==> src/rtl/scan_test_sequencer.sv <==
// Scan-test sequencer: fetches pattern lines, shifts/captures/unloads the CUT scan chain,
// and reports pass/fail, mismatch count and first failing pattern address.
module scan_test_sequencer #(
  parameter int unsigned NFF          = 26,
  parameter int unsigned IN_SIZE      = 8,
  parameter int unsigned OUT_SIZE     = 8,
  parameter int unsigned ADDR_W       = 8,
  parameter bit          STOP_ON_FAIL = 1'b1
) (
  input  logic                              clk,
  input  logic                              reset,
  input  logic                              start,
  input  logic [ADDR_W-1:0]                 num_patterns,
  output logic [ADDR_W-1:0]                 pat_addr,
  output logic                              pat_rd,
  input  logic [2*NFF+IN_SIZE+OUT_SIZE-1:0] pat_data,
  output logic                              NbarT,
  output logic                              si,
  input  logic                              so,
  output logic [IN_SIZE-1:0]                data_bus_in,
  input  logic [OUT_SIZE-1:0]               data_bus_out,
  output logic                              busy,
  output logic                              done,
  output logic                              fail,
  output logic [ADDR_W-1:0]                 fail_addr,
  output logic [ADDR_W-1:0]                 mismatch_count
);

  localparam int unsigned LINE_SIZE = 2*NFF + IN_SIZE + OUT_SIZE;
  localparam int unsigned PI_IDX    = NFF + OUT_SIZE;
  localparam int unsigned ST_IDX    = NFF + OUT_SIZE + IN_SIZE;
  localparam int unsigned CNT_W     = (NFF > 1) ? $clog2(NFF) : 1;

  typedef enum logic [3:0] {
    S_IDLE, S_FETCH, S_LOAD, S_SHIFT, S_CAPTURE, S_COMPARE, S_UNLOAD, S_FINAL, S_DONE
  } state_e;

  state_e                state_q, state_d;
  logic [CNT_W-1:0]      cnt_q, cnt_d;
  logic [ADDR_W-1:0]     idx_q, idx_d;
  logic [ADDR_W-1:0]     num_q, num_d;
  logic [LINE_SIZE-1:0]  line_q, line_d;
  logic [NFF-1:0]        prev_exp_q, prev_exp_d;
  logic [NFF-1:0]        resp_q, resp_d;
  logic [OUT_SIZE-1:0]   po_q, po_d;
  logic [ADDR_W-1:0]     pat_addr_q, pat_addr_d;
  logic                  pat_rd_q, pat_rd_d;
  logic                  nbart_q, nbart_d;
  logic                  si_q, si_d;
  logic [IN_SIZE-1:0]    din_q, din_d;
  logic                  busy_q, busy_d;
  logic                  done_q, done_d;
  logic                  fail_q, fail_d;
  logic [ADDR_W-1:0]     fail_addr_q, fail_addr_d;
  logic [ADDR_W-1:0]     mcount_q, mcount_d;
  logic                  mismatch_c;
  logic [ADDR_W-1:0]     cmp_addr_c;
  logic [NFF-1:0]        scan_c;
  logic                  cnt_last_c;

  // Next-state, datapath and registered-output logic
  always_comb begin
    state_d     = state_q;
    cnt_d       = cnt_q;
    idx_d       = idx_q;
    num_d       = num_q;
    line_d      = line_q;
    prev_exp_d  = prev_exp_q;
    resp_d      = resp_q;
    po_d        = po_q;
    fail_d      = fail_q;
    fail_addr_d = fail_addr_q;
    mcount_d    = mcount_q;
    mismatch_c  = 1'b0;
    cmp_addr_c  = idx_q;
    cnt_last_c  = (cnt_q == CNT_W'(NFF-1));

    case (state_q)
      S_IDLE: begin
        if (start) begin
          fail_d      = 1'b0;
          fail_addr_d = '0;
          mcount_d    = '0;
          idx_d       = '0;
          num_d       = num_patterns;
          prev_exp_d  = '0;
          state_d     = (num_patterns == '0) ? S_DONE : S_FETCH;
        end
      end
      S_FETCH: state_d = S_LOAD;
      S_LOAD: begin
        line_d  = pat_data;
        cnt_d   = '0;
        state_d = S_SHIFT;
      end
      S_SHIFT: begin
        resp_d = {so, resp_q[NFF-1:1]};
        cnt_d  = cnt_q + CNT_W'(1);
        if (cnt_last_c) begin
          cnt_d   = '0;
          state_d = S_CAPTURE;
        end
      end
      S_CAPTURE: begin
        po_d    = data_bus_out;
        state_d = S_COMPARE;
      end
      S_COMPARE: begin
        mismatch_c = ({prev_exp_q, line_q[OUT_SIZE-1:0]} != {resp_q, po_q});
        prev_exp_d = line_q[PI_IDX-1:OUT_SIZE];
        idx_d      = idx_q + ADDR_W'(1);
        cnt_d      = '0;
        if (mismatch_c && STOP_ON_FAIL) state_d = S_DONE;
        else if (idx_d == num_q)        state_d = S_UNLOAD;
        else                            state_d = S_FETCH;
      end
      S_UNLOAD: begin
        resp_d = {so, resp_q[NFF-1:1]};
        cnt_d  = cnt_q + CNT_W'(1);
        if (cnt_last_c) begin
          cnt_d   = '0;
          state_d = S_FINAL;
        end
      end
      S_FINAL: begin
        // Last captured state has no PO to compare; its address is reported as num_patterns
        mismatch_c = (prev_exp_q != resp_q);
        cmp_addr_c = num_q;
        state_d    = S_DONE;
      end
      S_DONE:  state_d = S_IDLE;
      default: state_d = S_IDLE;
    endcase

    if (mismatch_c) begin
      fail_d = 1'b1;
      if (!fail_q)          fail_addr_d = cmp_addr_c;
      if (mcount_q != '1)   mcount_d    = mcount_q + ADDR_W'(1);
    end

    scan_c     = line_d[LINE_SIZE-1:ST_IDX];
    pat_rd_d   = (state_d == S_FETCH);
    pat_addr_d = (state_d == S_FETCH) ? idx_d : pat_addr_q;
    nbart_d    = (state_d inside {S_SHIFT, S_UNLOAD});
    si_d       = (state_d == S_SHIFT) ? scan_c[cnt_d] : 1'b0;
    din_d      = (state_d == S_SHIFT) ? line_d[ST_IDX-1:PI_IDX] : din_q;
    busy_d     = (state_d != S_IDLE);
    done_d     = (state_d == S_DONE);
  end

  always_ff @(posedge clk or negedge reset) begin
    if (!reset) begin
      state_q     <= S_IDLE;
      cnt_q       <= '0;
      idx_q       <= '0;
      num_q       <= '0;
      line_q      <= '0;
      prev_exp_q  <= '0;
      resp_q      <= '0;
      po_q        <= '0;
      pat_addr_q  <= '0;
      pat_rd_q    <= 1'b0;
      nbart_q     <= 1'b0;
      si_q        <= 1'b0;
      din_q       <= '0;
      busy_q      <= 1'b0;
      done_q      <= 1'b0;
      fail_q      <= 1'b0;
      fail_addr_q <= '0;
      mcount_q    <= '0;
    end else begin
      state_q     <= state_d;
      cnt_q       <= cnt_d;
      idx_q       <= idx_d;
      num_q       <= num_d;
      line_q      <= line_d;
      prev_exp_q  <= prev_exp_d;
      resp_q      <= resp_d;
      po_q        <= po_d;
      pat_addr_q  <= pat_addr_d;
      pat_rd_q    <= pat_rd_d;
      nbart_q     <= nbart_d;
      si_q        <= si_d;
      din_q       <= din_d;
      busy_q      <= busy_d;
      done_q      <= done_d;
      fail_q      <= fail_d;
      fail_addr_q <= fail_addr_d;
      mcount_q    <= mcount_d;
    end
  end

  assign pat_addr       = pat_addr_q;
  assign pat_rd         = pat_rd_q;
  assign NbarT          = nbart_q;
  assign si             = si_q;
  assign data_bus_in    = din_q;
  assign busy           = busy_q;
  assign done           = done_q;
  assign fail           = fail_q;
  assign fail_addr      = fail_addr_q;
  assign mismatch_count = mcount_q;

endmodule

==> config.mk <==
export PLATFORM = sky130hd
export DESIGN_NAME = scan_test_sequencer
export DESIGN_NICKNAME = d
export VERILOG_FILES = /design/src/rtl/scan_test_sequencer.sv
export SDC_FILE = /design/constraint.sdc
export NUM_CORES = 1
export LEC_CHECK = 0
export ABC_AREA = 0
export CAP_MARGIN = 40
export CORE_AREA = 3 3 191 193
export DETAILED_ROUTE_END_ITERATION = 6
export DIE_AREA = 0 0 194 196
export PLACE_DENSITY_LB_ADDON = 0.12
export SLEW_MARGIN = 20
export SYNTH_ARGS = -nofsm -noshare
export SYNTH_HDL_FRONTEND = slang
export SYNTH_SLANG_ARGS = --single-unit
==> constraint.sdc <==
create_clock -name clk -period 2.6 [get_ports clk]
set_input_delay 0.52 -clock clk [delete_from_list [all_inputs] [get_ports clk]]
set_output_delay 0.52 -clock clk [all_outputs]
set_load 0.01 [all_outputs]
# After elaboration in Yosys (flattened, before gate mapping)

Cells that the tools add are included.

Add/subtract/negate cells: 3
Magnitude comparators: 1
Eq/ne operators: 17
Mux-type cells: 30
Reduce and logical (&&, ||, !) cells: 12

Operators by type and width:

| kind                                                | number |
|---|---|
| two-way mux 8 bit                                   | 10 |
| two-way mux 68 bit                                  | 1 |
| case mux 26 bit (2 select lines)                    | 1 |
| inequality test 34 bit                              | 1 |
| case mux 4 bit (8 select lines)                     | 1 |
| two-way mux 26 bit                                  | 1 |
| inequality test 26 bit                              | 1 |
| == test 4 x 3 -> 1 bit (second input constant)      | 5 |
| two-way mux 4 bit                                   | 5 |
| adder 8 x 1 -> 8 bit (second input constant)        | 2 |
| case mux 8 bit (2 select lines)                     | 1 |
| == test 4 x 2 -> 1 bit (second input constant)      | 3 |
| case mux 5 bit (2 select lines)                     | 1 |
| == test 4 x 1 -> 1 bit (second input constant)      | 2 |
| == test 8 bit                                       | 1 |
| logical NOT 8 bit                                   | 1 |
| inequality test 8 bit (second input constant)       | 1 |
| nonzero test 2 bit                                  | 4 |
| < comparator 5 x 6 -> 1 bit (second input constant) | 1 |
| AND reduction 2 bit                                 | 3 |
| adder 5 x 1 -> 5 bit (second input constant)        | 1 |
| binary-select mux 1 bit (select 5 bit)              | 1 |
| == test 5 bit (second input constant)               | 1 |
| two-way mux 1 bit                                   | 5 |
| other kinds (8)                                     | 9 |

Register bits after elaboration: 191
Bits of input ports: 88
Output and inout port bits: 38
Logic and storage cells: 82

# Logic depth before layout (Yosys ltp)

Gate-level depths: netlist of the first run.

Depth after elaboration: 7
Depth in mapped cells: 11
Mapped depth without buffers: 10

# Worst setup path after synthesis of the first run

Ideal clock, no wire load.

Path type: register -> register
Start: register cnt_q[0]
End: register si_q, in the netlist si
Setup time: 0.143 ns
Arrival time: 2.371 ns
Setup slack: 0.086 ns
Cell stages (with the launch flop): 10
Period minus slack after synthesis: 2.514 ns
Cells stage by stage: dfrtp_1 ha_1 and4b_1 buf_6 or4_4 a21o_1 o211a_1 a2111o_1 a41oi_2 a211oi_2

Cells in the longest elaborated chain, start to end: 6

RTL lines:

| element                                                      | RTL line    | RTL |
|---|---|---|
| start, declared                                              | 39          | `logic [CNT_W-1:0] cnt_q, cnt_d;` |
| start signal, assigned                                       | 173         | `cnt_q <= cnt_d;` |
| adder 5 x 1 -> 5 bit / == test 5 bit (equally long branches) | 98, 119, 76 |  |
| two-way mux 5 bit                                            | 99, 120     |  |
| case mux 5 bit (2 select lines)                              | 78          | `case (state_q)` |
| binary-select mux 1 bit (select 5 bit)                       | 145         | `si_d = (state_d == S_SHIFT) ? scan_c[cnt_d] : 1'b0;` |
| two-way mux 1 bit (not written as such)                      | 145         |  |
| two-way mux 1 bit *                                          | 145         |  |
| net si_d                                                     | 49          | `logic si_q, si_d;` |
| end signal, assigned                                         | 183         | `si_q <= si_d;` |
| end, declared                                                | 49          |  |

Mark *: on every way through the listed nets, which the timed path passes. The rest lies on a longest branch. The select of a mux whose other input is x is not followed.
A chain may end at the register's enable or synchronous reset.

# Worst setup path after layout of the first run

Start: register state_q[3]
End: register si_q, in the netlist si

Cells in the longest elaborated chain, start to end: 6

RTL lines:

| element                                                                 | RTL line | RTL |
|---|---|---|
| start, declared                                                         | 38       | `state_e state_q, state_d;` |
| start signal, assigned                                                  | 172      | `state_q <= state_d;` |
| == test 4 x 3 -> 1 bit / == test 4 x 2 -> 1 bit (equally long branches) | 78       |  |
| OR reduction 2 bit (no source line)                                     | n/a      |  |
| case mux 5 bit (2 select lines)                                         | 78       |  |
| binary-select mux 1 bit (select 5 bit)                                  | 145      |  |
| two-way mux 1 bit (not written as such)                                 | 145      |  |
| two-way mux 1 bit *                                                     | 145      |  |
| net si_d                                                                | 49       |  |

Marks and branches as above.

==> results of run 1 <==
-- layer usage --
layer	global-route usage	vias to the layer above	part of all wire
met5	0	-	0.00058
met1	0.157	2946	0.46
met4	0.0311	2	0.0098
met2	0.203	64	0.50
li1	-	2853	-
met3	0.0289	17	0.029
-- how the worst max path moves through the flow --
| stage | startpoint | to | slack (ps) | depth (start not counted) |
|---|---|---|---|---|
| floorplan | cnt_q[0]$_DFF_PN0_ | si$_DFF_PN0_ | 90 | 9 |
| global placement | num_patterns[3] | NbarT$_DFF_PN0_ | -450 | 9 |
| detailed placement | num_patterns[3] | NbarT$_DFF_PN0_ | -410 | 9 |
| CTS | state_q[3]$_DFF_PN0_ | si$_DFF_PN0_ | 30 | 8 |
| global route | cnt_q[1]$_DFF_PN0_ | si$_DFF_PN0_ | 2 | 9 |
| finish | state_q[3]$_DFF_PN0_ | si$_DFF_PN0_ | 110 | 7 |
-- cell families (layout without fill, tap and decap cells) --
group                    Yosys count  after routing
buffers and inverters             42            213
XOR/XNOR                          48             48
multiplexers                     141            141
adder cells (fa/ha/maj)            4              4
AO/OA/AOI/OAI                    100            100
AND/OR/NAND/NOR                  193            193
flip-flops                       191            191
-- area by class of cell --
type                       instances  area (sq um)  area share
inverter                           7          26.3     0.00229
tap                              455           569      0.0497
timing repair buffer             175          1680       0.147
clock buffer                      19           443      0.0386
sequential                       191          4780       0.417
multi-input combinational        486          3830       0.334
clock inverter                    12           138      0.0120
-- placed cells by master (no fill, tap or decap), drive strengths merged, types with 8 or more instances in the layout --
cell type      count
xnor2             40
mux2             131
nand2            113
buf               50
a21o               8
o21ai             51
nor3               8
clkbuf            20
dfrtp            191
nand3              8
mux2i             10
nor2              15
clkdlybuf4s50    124
inv                8
nand4             12
-- sequential cells by signal, summed over array words and instances, names as in the netlist --
name and cells:
busy 1, cnt_q 5, si 1, resp_q 26, po_q 8, done 1, data_bus_in 8, mismatch_count 8
state_q 4, idx_q 8, fail_addr 8, fail 1, pat_addr 8, pat_rd 1, num_q 8, NbarT 1
line_q 68, prev_exp_q 26
-- repair_timing --
| item | in CTS | in global routing |
|---|---|---|
| setup buffers | 1 | 3 |
| pin swaps | 1 | 8 |
| setup endpoints to repair | 9 | 10 |
| gates resized for setup | 2 | 11 |
| hold buffers | 0 | 0 |
-- worst reg2reg max path: stages, from the launching register on --
cell and delay (ps):
dfrtp_1 430, nand2b_1 300, o211a_1 340, nor2_4 190, mux2_2 370, a2111o_1 420
a41oi_2 220, a211oi_2 60
-- power groups by stage --
stage | clock (mW) | combinational [mW] | sequential, mW
CTS | 2.78 | 4.63 | 4.68
global placement | 0 | 4.58 | 4.72
finish | 2.66 | 4.59 | 4.65
floorplan | 0 | 3.01 | 4.69
detailed placement | 0 | 4.60 | 4.74
global route | 2.89 | 5.05 | 4.81
-- stage by stage --
stage	util	setup TNS (ps)	cell area, sq um	cells	hold slack (ps)
finish	0.330	0	11500	1345	76.8
global route	0.330	0	11500	1345	104
CTS	0.328	0	11400	1342	89.1
detailed placement	0.310	-1510	10800	1310	470
global placement	0.310	-1870	10800	1309	464
floorplan	-	0	8730	719	224
==> summary.md, run 1 <==
| Metric | Value |
|---|---|
| PD cells | `1040 nW/um^2` |
| Detail Route Antenna Nets | `0` |
| Compound-Gate Fraction of Synth Area | `0.0790` |
| Cell family with most CP delay | `compound AO/OA/AOI/OAI gates` |
| Clk network pwr share | `0.224` |
| Worst-Margin Slew | `around 600 ps` |
| Syn Nets | `just over 800` |
| Endpoints failing setup | `0` |
| Status | `finished, final reports clean` |
| Register area share after synthesis | `0.547` |
| Critical path required time | `between 2000 and 3000 ps` |
| CP endpoint kind | `flip-flop` |
| DR pass1 iterations | `4` |
| GRT Residual Overflow | `0` |
| Seq pwr share | `0.391` |
| Adder-cell area share of the yosys netlist | `0.00573` |
| Final Skew | `12.1 ps` |
| Pins Over Slew Limit | `0` |
| Post-synth EDFFs | `0` |
| Top cells by area, synth | `dfrtp_1, mux2_2, nand2_1` |
| Height of the die | `a little under 200 um` |
| Startpoint Class | `flip-flop` |
| I/O pins | `roughly 130` |
| Fin crit share | `0.956` |
| Gate Count Post-Synth | `roughly 700` |
| Die area | `about 38000 sq um` |
| Setup slack, reg-to-reg | `about 110 ps` |
| Initial Util | `0.252` |
| Cell Chain, Critical Path | `nand2b_1, o211a_1, nor2_4, mux2_2, a2111o_1, a41oi_2, a211oi_2` |
| Detail Placement HPWL | `15.9 mm` |
| Antenna diodes | `0` |
| Fin. Hold Viols | `0` |
| Synth Area in XOR/XNOR | `0.0540` |
| Largest family of logic cells by synthesized area | `multiplexers` |
| Final nets | `a little under 1000` |
| CTS buffer count | `17` |
| Simple-gate share of the synthesized area | `0.111` |
| Vias in the first global route | `around 6300` |
| Mux cell area share after synthesis | `0.180` |
| Top cells by count, synth | `dfrtp_1, mux2_2, nand2_1, o21ai_0, xnor2_1` |
| Largest net degree at the start of global routing | `62` |
| Maximum root-to-sink buffer count | `2` |
| CP max stage delay | `approximately 430 ps` |
| Arr. time, crit path | `around 2800 ps` |
| Critical Path Slowest Stage Cell | `dfrtp_1` |
| Synth warnings | `0` |
| Final worst slack | `113 ps` |
| Pre-CTS setup slack | `-406 ps` |
| Tmin final | `about 2500 ps` |
| Routed vias/inst | `roughly 4.4` |
| Avg WL per Cell | `between 15 and 20 um` |
| Tot GR Track Use | `0.121` |
| Mean post-synth cell area | `12.1 sq um` |
| Total power | `11.9 mW` |
| Sw frac | `0.318` |
| Static Leakage | `4.84 nW` |
| DR vias | `around 5900` |
| Syn Std Cell Area | `8730 sq um` |
| Clock Root Buffer | `clkbuf_16` |
| Worst r2r dst | `si$_DFF_PN0_` |
| H-tree depth | `4` |
| CTS clk-pin slew, worst paths | `around 70 ps` |
| Post-synth top flop | `dfrtp_1` |
| First-pass GRT wire length | `between 30 and 40 mm` |
| Number of DRC markers in iteration 0 | `around 210` |
| Sw power | `between 3 and 4 mW` |
| # port buffers | `~130` |
| Critical path peak fanout | `7` |
| Synth area leader | `dfrtp_1` |
| Layout cells sized above 1 | `0.273` |
| CTS sink cnt | `191` |
| Max Cap Viol | `0` |
| DRT Wirelength | `around 22 mm` |
| DIE WIDTH | `between 150 and 200 um` |
| R2R depth | `7` |
| Rows | `between 60 and 70` |
| Share of the synthesized area in the top cell type | `0.547` |
| P_int | `roughly 8.1 mW` |
| RSZ-0062 raised after global routing | `false` |
| Top-count cell post-synth | `dfrtp_1` |
| Core area | `34700 sq um` |
| Drt drc | `0` |
| Clk_lat worst skew | `440 ps` |
| CTS tree | `built` |
| WP buf/inv | `0` |
| Yosys reg bits | `191` |
| Reg2Reg Launch Point | `state_q[3]$_DFF_PN0_` |
| Asr flop ratio synth | `1.00` |
| Area Overhead vs Synth | `31.3%` |
| F_max | `between 400 and 500 MHz` |
| Distinct cell type count after synthesis | `66` |
| Routability cong. | `roughly 0.75` |
| WS Path Type | `reg2reg` |
| Slew Limit Headroom | `0.607` |
| Comb power frac | `0.386` |
| Hold crit path type | `in2async` |
| Worst VDD drop | `approximately 0.48 mV` |
| Initial antenna violation count | `1` |
| FILL cells | `3542` |
Power figures use the tool's default switching activity.
==> run 2: changes to the inputs <==
Settings changed: TNS_END_PERCENT from default to 100.
==> results of run 2 <==
No change in the layout: final DEF, timing and power equal those of run 1.
==> run 3: changes to the inputs <==
Settings changed: MAX_ROUTING_LAYER from default to met4.
==> run 3 against run 2 <==
Compared with the run above:
- via count is 0.34% higher
- final area hardly changed
- first-iteration DRC count is 6.2% higher
- sequential cell count stayed put
==> summary.md, run 3 (synthesis results as in run 1) <==
| Metric | Value |
|---|---|
| Status | `finished, final reports clean` |
| F_max | `402 MHz (about the same)` |
| WP buf/inv | `0 (unchanged)` |
| Number of DRC markers in iteration 0 | `222 (+6.2%)` |
| Die area | `38000 sq um (unchanged)` |
| Endpoints failing setup | `0 (unchanged)` |
| CP max stage delay | `430 ps (about the same)` |
| Maximum root-to-sink buffer count | `2 (unchanged)` |
| Tmin final | `2490 ps (+0.596 ps)` |
| Arr. time, crit path | `2780 ps (about the same)` |
| CTS buffer count | `17 (unchanged)` |
| PD cells | `1040 nW/um^2 (about the same)` |
| DIE WIDTH | `194 um (unchanged)` |
| Clock Root Buffer | `clkbuf_16` |
| Fin. Hold Viols | `0 (unchanged)` |
| DR vias | `5902 (+0.34%)` |
| Initial antenna violation count | `1 (unchanged)` |
| Worst VDD drop | `0.486 mV (+0.93%)` |
| CTS sink cnt | `191 (unchanged)` |
| I/O pins | `126 (unchanged)` |
| Routability cong. | `0.759 (+1.3%)` |
| DRT Wirelength | `22.4 mm (+0.24%)` |
| GRT Residual Overflow | `0 (unchanged)` |
| Clk_lat worst skew | `450 ps (about the same)` |
| # port buffers | `125 (unchanged)` |
| Pins Over Slew Limit | `0 (unchanged)` |
| RSZ-0062 raised after global routing | `false` |
| Cell family with most CP delay | `compound AO/OA/AOI/OAI gates` |
| Reg2Reg Launch Point | `state_q[3]$_DFF_PN0_` |
| Worst hold-check slack | `74.3 ps (-2.50 ps)` |
| R2R depth | `7 (unchanged)` |
| Largest net degree at the start of global routing | `62 (unchanged)` |
| CP endpoint kind | `flip-flop` |
| Final nets | `970 (unchanged)` |
| Rows | `68 (unchanged)` |
| Critical path required time | `2890 ps (about the same)` |
| Worst r2r dst | `si$_DFF_PN0_` |
| Util after Layout | `0.330 (about the same)` |
| Drt drc | `0 (unchanged)` |
| H-tree depth | `4 (unchanged)` |
| FILL cells | `3541 (-0.028%)` |
| CTS tree | `built` |
| Initial Util | `0.252 (unchanged)` |
| Max Cap Viol | `0 (unchanged)` |
| Area Overhead vs Synth | `31.3% (about the same)` |
| Critical Path Slowest Stage Cell | `dfrtp_1` |
| Critical path peak fanout | `7 (unchanged)` |
| Tot GR Track Use | `0.125 (+0.00391)` |
| WS Path Type | `reg2reg` |
| Most frequent cells in the layout | `dfrtp_1, mux2_2, clkdlybuf4s50_1, nand2_1, o21ai_0` |
| Layout cells sized above 1 | `0.273 (unchanged)` |
| Detail Route Antenna Nets | `0 (unchanged)` |
| Top flop regs | `line_q x68, prev_exp_q x26, resp_q x26` |
| CTS clk-pin slew, worst paths | `70 ps (about the same)` |
| Core area | `34700 sq um (unchanged)` |
| Avg WL per Cell | `16.6 um (+0.16%)` |
| Hold crit path type | `in2async` |
| Final Non-Filler Cells | `1346 (+0.074%)` |
| DR pass1 iterations | `4 (unchanged)` |
| Routed vias/inst | `4.38 (+0.27%)` |
| Detail Placement HPWL | `15.9 mm (unchanged)` |
| Setup slack, reg-to-reg | `110 ps (about the same)` |
| Slew Limit Headroom | `0.606 (about the same)` |
| Max reg flops | `68 (unchanged)` |
| Cells after DPL | `1310 (unchanged)` |
| Register bank with the most flops | `line_q` |
| Height of the die | `196 um (unchanged)` |
| Commonest non-fill, non-tap cell in the layout | `dfrtp_1` |
| Fin crit share | `0.957 (about the same)` |
| Cell Chain, Critical Path | `nand2b_1, o211a_1, nor2_4, mux2_2, a2111o_1, a41oi_2, a211oi_2` |
| Startpoint Class | `flip-flop` |
| Vias in the first global route | `6264 (-0.32%)` |
| Hold-fix buffers, CTS | `0 (unchanged)` |
| First-pass GRT wire length | `36.2 mm (+0.21%)` |
| Static Leakage | `4.84 nW (about the same)` |
| Final Skew | `15.0 ps (+2.86 ps)` |
| Worst-Margin Slew | `584 ps (+0.237 ps)` |
==> run 3: how the worst max path moves through the flow <==
stage                         start               to  slack, ps  depth (start not counted)
2_1_floorplan    cnt_q[0]$_DFF_PN0_     si$_DFF_PN0_         90                          9
3_3_place_gp        num_patterns[3]  NbarT$_DFF_PN0_       -450                          9
3_5_place_dp        num_patterns[3]  NbarT$_DFF_PN0_       -410                          9
4_1_cts        state_q[3]$_DFF_PN0_     si$_DFF_PN0_         30                          8
5_1_grt          cnt_q[1]$_DFF_PN0_     si$_DFF_PN0_          2                          9
6_report       state_q[3]$_DFF_PN0_     si$_DFF_PN0_        110                          7
==> run 3: what timing repair did <==
| item | CTS | global route |
|---|---|---|
| endpoints found under the setup margin | 9 | 10 |
| setup buffers | 1 | 3 |
| resized for setup | 2 | 11 |
| pin swaps | 1 | 8 |
==> run 3: layout make-up <==
cell class                 count  area, sq um  share of cell area
clock buffer                  19          443              0.0386
multi-input combinational    486         3830               0.334
timing repair buffer         175         1680               0.147
antenna                        1         2.50            0.000218
tap                          455          569              0.0496
inverter                       7         26.3             0.00229
clock inverter                12          138              0.0120
sequential                   191         4780               0.417
==> run 3: worst reg2reg max path: stages (launching register included) <==
cell      delay (ps)
dfrtp_1          430
nand2b_1         300
o211a_1          340
nor2_4           190
mux2_2           370
a2111o_1         420
a41oi_2          220
a211oi_2          60
==> run 3: stage by stage <==
| stage | TNS (ps) | cell area (sq um) | total power [mW] | worst slack [ps] |
|---|---|---|---|---|
| after floorplan | 0 | 8730 | 7.71 | 86.0 |
| after global placement | -1870 | 10800 | 9.30 | -451 |
| after detailed placement | -1510 | 10800 | 9.34 | -406 |
| after CTS | 0 | 11400 | 12.1 | 28.0 |
| after global routing | 0 | 11500 | 12.8 | 1.65 |
| final | 0 | 11500 | 11.9 | 113 |
==> run 3: layer usage <==
layer  global-route usage  vias up  share of wire
met4               0.0311        0          0.011
met2                0.203       80           0.49
met3               0.0280       20          0.032
met1                0.159     2946           0.46
met5                    -        -              0
li1                     -     2856              -
==> run 3: power breakdown <==
| group | switching, mW | leakage, nW | internal [mW] |
|---|---|---|---|
| Combinational | 1.97 | 2.21 | 2.63 |
| Clock | 1.22 | 0.279 | 1.45 |
| Sequential | 0.597 | 2.36 | 4.06 |
